`src/rtl/sram_dp_be.sv`:
```
// Simple-dual-port SRAM with byte-enable writes, pipelined reads (1 or 2
// cycles), selectable read-during-write behaviour and a hardware clear
// sequencer that zeroes every word after reset or on request.
module sram_dp_be #(
  parameter int ADDR_WIDTH  = 8,
  parameter int DATA_WIDTH  = 16,
  parameter int DEPTH       = 256,
  parameter int RD_LATENCY  = 1,
  parameter int WRITE_FIRST = 0,
  parameter int BE_WIDTH    = DATA_WIDTH / 8
) (
  input  logic                  clk,
  input  logic                  rst,
  input  logic                  clear_req,
  output logic                  busy,
  input  logic                  wr_en,
  input  logic [ADDR_WIDTH-1:0] wr_addr,
  input  logic [BE_WIDTH-1:0]   wr_be,
  input  logic [DATA_WIDTH-1:0] wr_data,
  input  logic                  rd_en,
  input  logic [ADDR_WIDTH-1:0] rd_addr,
  output logic [DATA_WIDTH-1:0] rd_data,
  output logic                  rd_valid
);

  localparam logic [0:0] ST_CLEAR = 1'b0;
  localparam logic [0:0] ST_IDLE  = 1'b1;
  localparam logic [ADDR_WIDTH-1:0] CLR_LAST = ADDR_WIDTH'(DEPTH - 1);

  logic [0:0]            state;
  logic [ADDR_WIDTH-1:0] clr_cnt;
  logic [DATA_WIDTH-1:0] mem [DEPTH];

  logic                  port_open;
  logic                  wr_in_rng, rd_in_rng;
  logic                  wr_acc, rd_acc;
  logic [DATA_WIDTH-1:0] rd_word;

  // vld_pipe[k] / dat_pipe[k] hold the read result k cycles after acceptance;
  // a data stage only loads with a valid result, so the output holds its value.
  logic [RD_LATENCY:1]                 vld_pipe;
  logic [RD_LATENCY:1][DATA_WIDTH-1:0] dat_pipe;

  assign busy      = (state == ST_CLEAR);
  // clear_req wins over both ports in the same cycle
  assign port_open = !busy && !clear_req;
  assign wr_in_rng = (32'(wr_addr) < DEPTH);
  assign rd_in_rng = (32'(rd_addr) < DEPTH);
  assign wr_acc    = port_open && wr_en && wr_in_rng;
  assign rd_acc    = port_open && rd_en;

  // Clear sequencer: walk clr_cnt over the whole array, then open the ports
  always_ff @(posedge clk) begin
    if (rst) begin
      state   <= ST_CLEAR;
      clr_cnt <= '0;
    end else begin
      case (state)
        ST_CLEAR: begin
          clr_cnt <= clr_cnt + 1'b1;
          if (clr_cnt == CLR_LAST) state <= ST_IDLE;
        end
        default: begin
          if (clear_req) begin
            state   <= ST_CLEAR;
            clr_cnt <= '0;
          end
        end
      endcase
    end
  end

  // Array write port: zeroing during clear, otherwise byte-masked writes
  always_ff @(posedge clk) begin
    if (!rst) begin
      if (busy) begin
        mem[clr_cnt] <= '0;
      end else if (wr_acc) begin
        for (int i = 0; i < BE_WIDTH; i++)
          if (wr_be[i]) mem[wr_addr][8*i +: 8] <= wr_data[8*i +: 8];
      end
    end
  end

  // Read sample: old word, or old word merged with enabled write bytes when bypassing
  always_comb begin
    rd_word = '0;
    if (rd_in_rng) begin
      rd_word = mem[rd_addr];
      if (WRITE_FIRST != 0 && wr_acc && wr_addr == rd_addr) begin
        for (int i = 0; i < BE_WIDTH; i++)
          if (wr_be[i]) rd_word[8*i +: 8] = wr_data[8*i +: 8];
      end
    end
  end

  // Read pipeline: only reset flushes it; a clear lets in-flight reads finish
  always_ff @(posedge clk) begin
    if (rst) begin
      vld_pipe <= '0;
      dat_pipe <= '0;
    end else begin
      vld_pipe[1] <= rd_acc;
      if (rd_acc) dat_pipe[1] <= rd_word;
      for (int k = 2; k <= RD_LATENCY; k++) begin
        vld_pipe[k] <= vld_pipe[k-1];
        if (vld_pipe[k-1]) dat_pipe[k] <= dat_pipe[k-1];
      end
    end
  end

  assign rd_valid = vld_pipe[RD_LATENCY];
  assign rd_data  = dat_pipe[RD_LATENCY];

endmodule

```
`config.mk`:
```
export PLATFORM = sky130hd
export DESIGN_NAME = sram_dp_be
export DESIGN_NICKNAME = d
export VERILOG_FILES = /design/src/rtl/sram_dp_be.sv
export SDC_FILE = /design/constraint.sdc
export NUM_CORES = 2
export LEC_CHECK = 0
export CAP_MARGIN = 10
export CORE_MARGIN = 2
export CORE_UTILIZATION = 55
export CTS_BUF_LIST = sky130_fd_sc_hd__clkbuf_8
export DETAILED_ROUTE_END_ITERATION = 10
export PLACE_DENSITY = 0.81
export SYNTH_ARGS = -nofsm -noshare
export SYNTH_HDL_FRONTEND = slang
export SYNTH_SLANG_ARGS = --single-unit
```
`constraint.sdc`:
```
create_clock -name clk -period 11.09 [get_ports clk]
set_input_delay 1.109 -clock clk [delete_from_list [all_inputs] [get_ports clk]]
set_output_delay 1.109 -clock clk [all_outputs]
set_load 0.01 [all_outputs]
```
Yosys cells after proc, flatten, opt, wreduce, memory -nomap -nowiden
Memory sizes are Yosys's and may differ from the RTL's. A register that Yosys moved wholly into a read port is not among the register bits.
Index checks and enable logic that the tools add are counted.
- $add $sub $neg: 1
- multiply operators: 0
- divide/modulo/power cells: 0
- $lt $le $gt $ge: 0
- eq/ne operators: 2
- shift operators: 0
- muxes and demuxes: 21
- bitwise gates (word level): 1
- reduce and logical (&&, ||, !) cells: 5
- operator list (operator ; count):
    8-bit two-way mux ; 3
    1-bit two-way mux ; 16
    16-bit two-way mux ; 1
    16-bit OR reduction ; 1
    8-bit by 1-bit adder with 8-bit output (second input constant) ; 1
    8-bit equality test (second input constant) ; 1
    1-bit logical AND ; 3
    2-bit two-way mux ; 1
    2-bit inequality test (second input constant) ; 1
    1-bit zero test ; 1
    1-bit NOT ; 1
- bits in registers: 10
- latch bits: 0
- RAM bits: 4096
- ROM bits: 0
- input port bits: 39
- logic and storage cells: 34
- memories kept: 1
- memories (memory ; words ; bits a word ; read ports ; clocked after memory_dff ; write ports ; RTL line ; source):
    mem ; 256 ; 16 ; 1 ; 1 ; 1 ; 32 ; logic [DATA_WIDTH-1:0] mem [DEPTH];

Longest topological paths before layout
- depth in word-level cells: 9
- gate-level depth with buffers: 13
- gate-level depth less buffers: 7

Worst setup path after synthesis
OpenSTA, ideal clock, no wires.
- path kind: input port to flip-flop
- from: input port clear_req
- to: memory mem[0][10] (data pin)
- arrival: 5.566 ns
- setup slack: 4.654 ns
- stages on the path: 7
- buffers on the path: 4
- path through: nand2b_1 > buf_2 > nor4b_2 > buf_2 > clkbuf_2 > clkbuf_1 > and2_1
- word-level cells in the longest chain between the ends: 9
- elaborated cells on any way between the ends: 13
- classes of those cells: 9 x mux; 4 x reduce/logical
- ends and longest elaborated chain (element ; RTL line ; source):
    start: declaration ; 14 ; input logic clear_req,
    1-bit zero test (*) ; 46 ; assign port_open = !busy && !clear_req;
    1-bit logical AND (*) ; 46 ;
    1-bit logical AND (*) ; 49 ; assign wr_acc = port_open && wr_en && wr_in_rng;
    1-bit two-way mux ; 78 ; end else if (wr_acc) begin
    1-bit two-way mux ; 76 ; if (busy) begin
    1-bit two-way mux ; 75 ; if (!rst) begin
    1-bit two-way mux (implied by the code) ; 80 ; if (wr_be[i]) mem[wr_addr][8*i +: 8] <= wr_data[8*i +: 8];
    16-bit OR reduction (no source line) (*) ; -- ;
    16-bit two-way mux (no source line) (*) ; -- ;
    end: declaration ; 32 ;
Every way passes the cells marked *; elsewhere a longest branch is shown, timed or not.

==> impl_metrics.json <==
{
  "crit_path_max_incr_delay_ns": 1.10,
  "first_iter_violations": 14170,
  "ys.flop_type": "edfxtp_1",
  "period_minus_slack_ns": 5.516,
  "ios": 57,
  "clock-sinks": 4122,
  "start_util": 0.5528,
  "drc_errors": 0,
  "cts.clk_slew.worst_paths_ns": 0.06,
  "synth_common_cells": "edfxtp_1, mux4_2, mux2i_1",
  "ys_types": 73,
  "synthArstFlopShare": 0,
  "crit_type": "input pin to register",
  "h-tree-depth": 6,
  "finalClockSkew_ns": 0.08888,
  "r2r_cells": 7,
  "synth_top_area_cell": "edfxtp_1",
  "switching_share": 0.2164,
  "critical_path.max_fanout": 61,
  "ir_drop_uv": 99.35,
  "p_per_area_nw_per_um2": 168.4,
  "pwr-share-comb": 0.039,
  "yosys.area.top_type_share": 0.7644,
  "drive_above_1_share": 0.1937,
  "dpl_worst_slack_ns": 4.802,
  "clk_path_buf_depth": 4,
  "grt_pass1_vias": 83170,
  "p_seq_frac": 0.571,
  "worstSkewPairLatency_ns": 1.07,
  "rsz0062_at_grt": "false",
  "status": "finished, final reports clean",
  "avgSynthCellArea_um2": 20.03,
  "ant_nets": 0,
  "final_util": 0.6030,
  "worst_slack_ns": 5.574,
  "finalSetupViolCount": 0,
  "synth_area_um2": 160900,
  "hold_end": "clr_cnt[7]",
  "hold_path_class": "register to register",
  "rr_endpoint": "mem[63][5]",
  "die_w_um": 544.9,
  "detail_route.wl_per_cell_um": 31.58,
  "seqCellArea_um2": 123500,
  "die_h_um": 544.9,
  "hold_path_depth": 2,
  "end_kind": "register",
  "reg2reg_from": "state",
  "dp_hpwl_um": 236700,
  "synth_edf_count": 4096,
  "drt-pass1-iter-count": 8,
  "setup-tns-final_ns": 0,
  "drt_wl_total_um": 400700,
  "start_kind": "input pin",
  "timing.hold.ws_ns": 0.5691,
  "drv_slew": 0,
  "p_int_mw": 23.16,
  "multiInputGateArea_um2": 34080,
  "clock-root-buffer": "clkbuf_8",
  "cp_cell_sequence": "buf_8, buf_4, nand3b_1, buf_4, o22ai_1, a2111oi_0, a2111oi_0, nand4_1, o211ai_1",
  "p_leak_nw": 56.84,
  "max_slew.worst_pin.slew_ns": 1.447,
  "timing.final.crit_share": 0.4974,
  "overflow": 0,
  "ys_ff_latch": 4122,
  "grt_max_degree": 257,
  "gp_congestion": 0.8852,
  "cts_tree": "built",
  "cts_made_buffers": 616,
  "critPathLaunch": "rd_addr[1]",
  "fmax_ghz": 0.1813,
  "switchingPower_mw": 6.396,
  "io_buffers": 56,
  "die_area_um2": 296900,
  "slowest_stage": "a2111oi_0",
  "final-hold-violation-count": 0,
  "synth.area.top_cells": "edfxtp_1, mux4_2, mux2i_1",
  "synth_nets": 8074,
  "vias_per_cell": 6.634,
  "synth-seq-area-share": 0.7676,
  "rrSetupSlack_ns": 6.04,
  "post-cts-setup-buffer-count": 0,
  "power_frac_clock": 0.390,
  "synth_cells": 8034,
  "drv_cap": 0,
  "fin_nets": 8365,
  "synth.yosys.warnings": 0,
  "syn2layout_area_growth_pct": 9.089,
  "fp-row-count": 198,
  "slew_headroom": 0.03342,
  "core_area_um2": 291100,
  "grt_pass1_wl_um": 574500,
  "synth_most_common_cell": "edfxtp_1",
  "cts_resized": 0,
  "antenna_found_initial": 19,
  "fillers": 19110,
  "min_from": "clr_cnt[7]",
  "critical_path_arrival_ns": 6.46,
  "worstPathRequired_ns": 12.03,
  "postCtsHoldBufs": 0,
  "vias": 84180,
  "grt_usage": 0.2675
}
==> worst max-delay path, delay by kind of cell <==
family / cells / cell delay [ns]
and+or+nand+nor: 2 / 1.70
buffers and inverters: 3 / 1.56
AOI/OAI and AO/OA: 4 / 1.91
==> routing by layer <==
metal  track usage  wire, µm  vias to the layer above
met1        0.3682    141800                    42780
met5             0        88                        -
met3       0.06478     53300                      951
li1              -         -                    33730
met4        0.1128     18310                       12
met2        0.4132    187300                     6710
==> worst max path at each step <==
| stage | endpoint | slack, ns |
|---|---|---|
| floorplan | mem[0][10] | 4.65 |
| global placement | rd_data[8] | 4.86 |
| detailed placement | rd_data[8] | 4.80 |
| CTS | rd_data[8] | 5.89 |
| global route | rd_data[8] | 5.82 |
| finish | rd_data[8] | 5.57 |
==> cell type report <==
cell class / count / area share
Inverter: 9 / 0.0002352
Tap cell: 3900 / 0.02780
Antenna cell: 15 / 0.0002138
Sequential cell: 4122 / 0.7037
Timing Repair Buffer: 189 / 0.01003
Clock inverter: 421 / 0.01317
Multi-Input combinational cell: 3387 / 0.1942
Clock buffer: 647 / 0.05073
==> metrics by stage <==
stage	total power, mW	cells	cell area, µm²
after floorplan	18.01	8034	160900
after global routing	30.24	12680	175500
final	29.55	12690	175500
after global placement	18.31	11610	164300
after CTS	29.56	12670	175500
after detailed placement	18.33	11610	164300
==> power by group through the flow <==
stage	clock network (mW)	logic, mW	registers (mW)
finish	11.5	1.15	16.9
detailed placement	0	1.12	17.2
global placement	0	1.11	17.2
floorplan	0	0.801	17.2
CTS	11.5	1.13	16.9
global route	12.2	1.19	16.9
==> layout by cell type, fill, tap and decap left out, drive strengths merged, types with 89 or more instances in the layout <==
cell type,instances
buf,136
nor2,563
inv,222
o21ai,112
mux2i,597
mux4,740
nand2,337
a21oi,150
o221ai,112
clkinv,172
clkbuf,648
a211oi,89
o22ai,222
edfxtp,4096
==> logic make-up (layout without fill, tap and decap cells) <==
group | after synthesis | in the layout | share of synthesized area
AND/OR/NAND/NOR | 1135 | 1135 | 0.03008
other | 0 | 15 | 0
multiplexers | 1357 | 1357 | 0.1425
AO/OA/AOI/OAI | 894 | 894 | 0.03800
buffers and inverters | 525 | 1266 | 0.02171
adder cells (fa/ha/maj) | 1 | 1 | 0.00007775
flip-flops | 4122 | 4122 | 0.7676
==> state kept, by name, summed over array words and instances (netlist names) <==
| name | count |
|---|---|
| state | 1 |
| rd_valid | 1 |
| clr_cnt | 8 |
| rd_data | 16 |
| mem | 4096 |
Note: power is estimated with default switching activity, not from simulation.
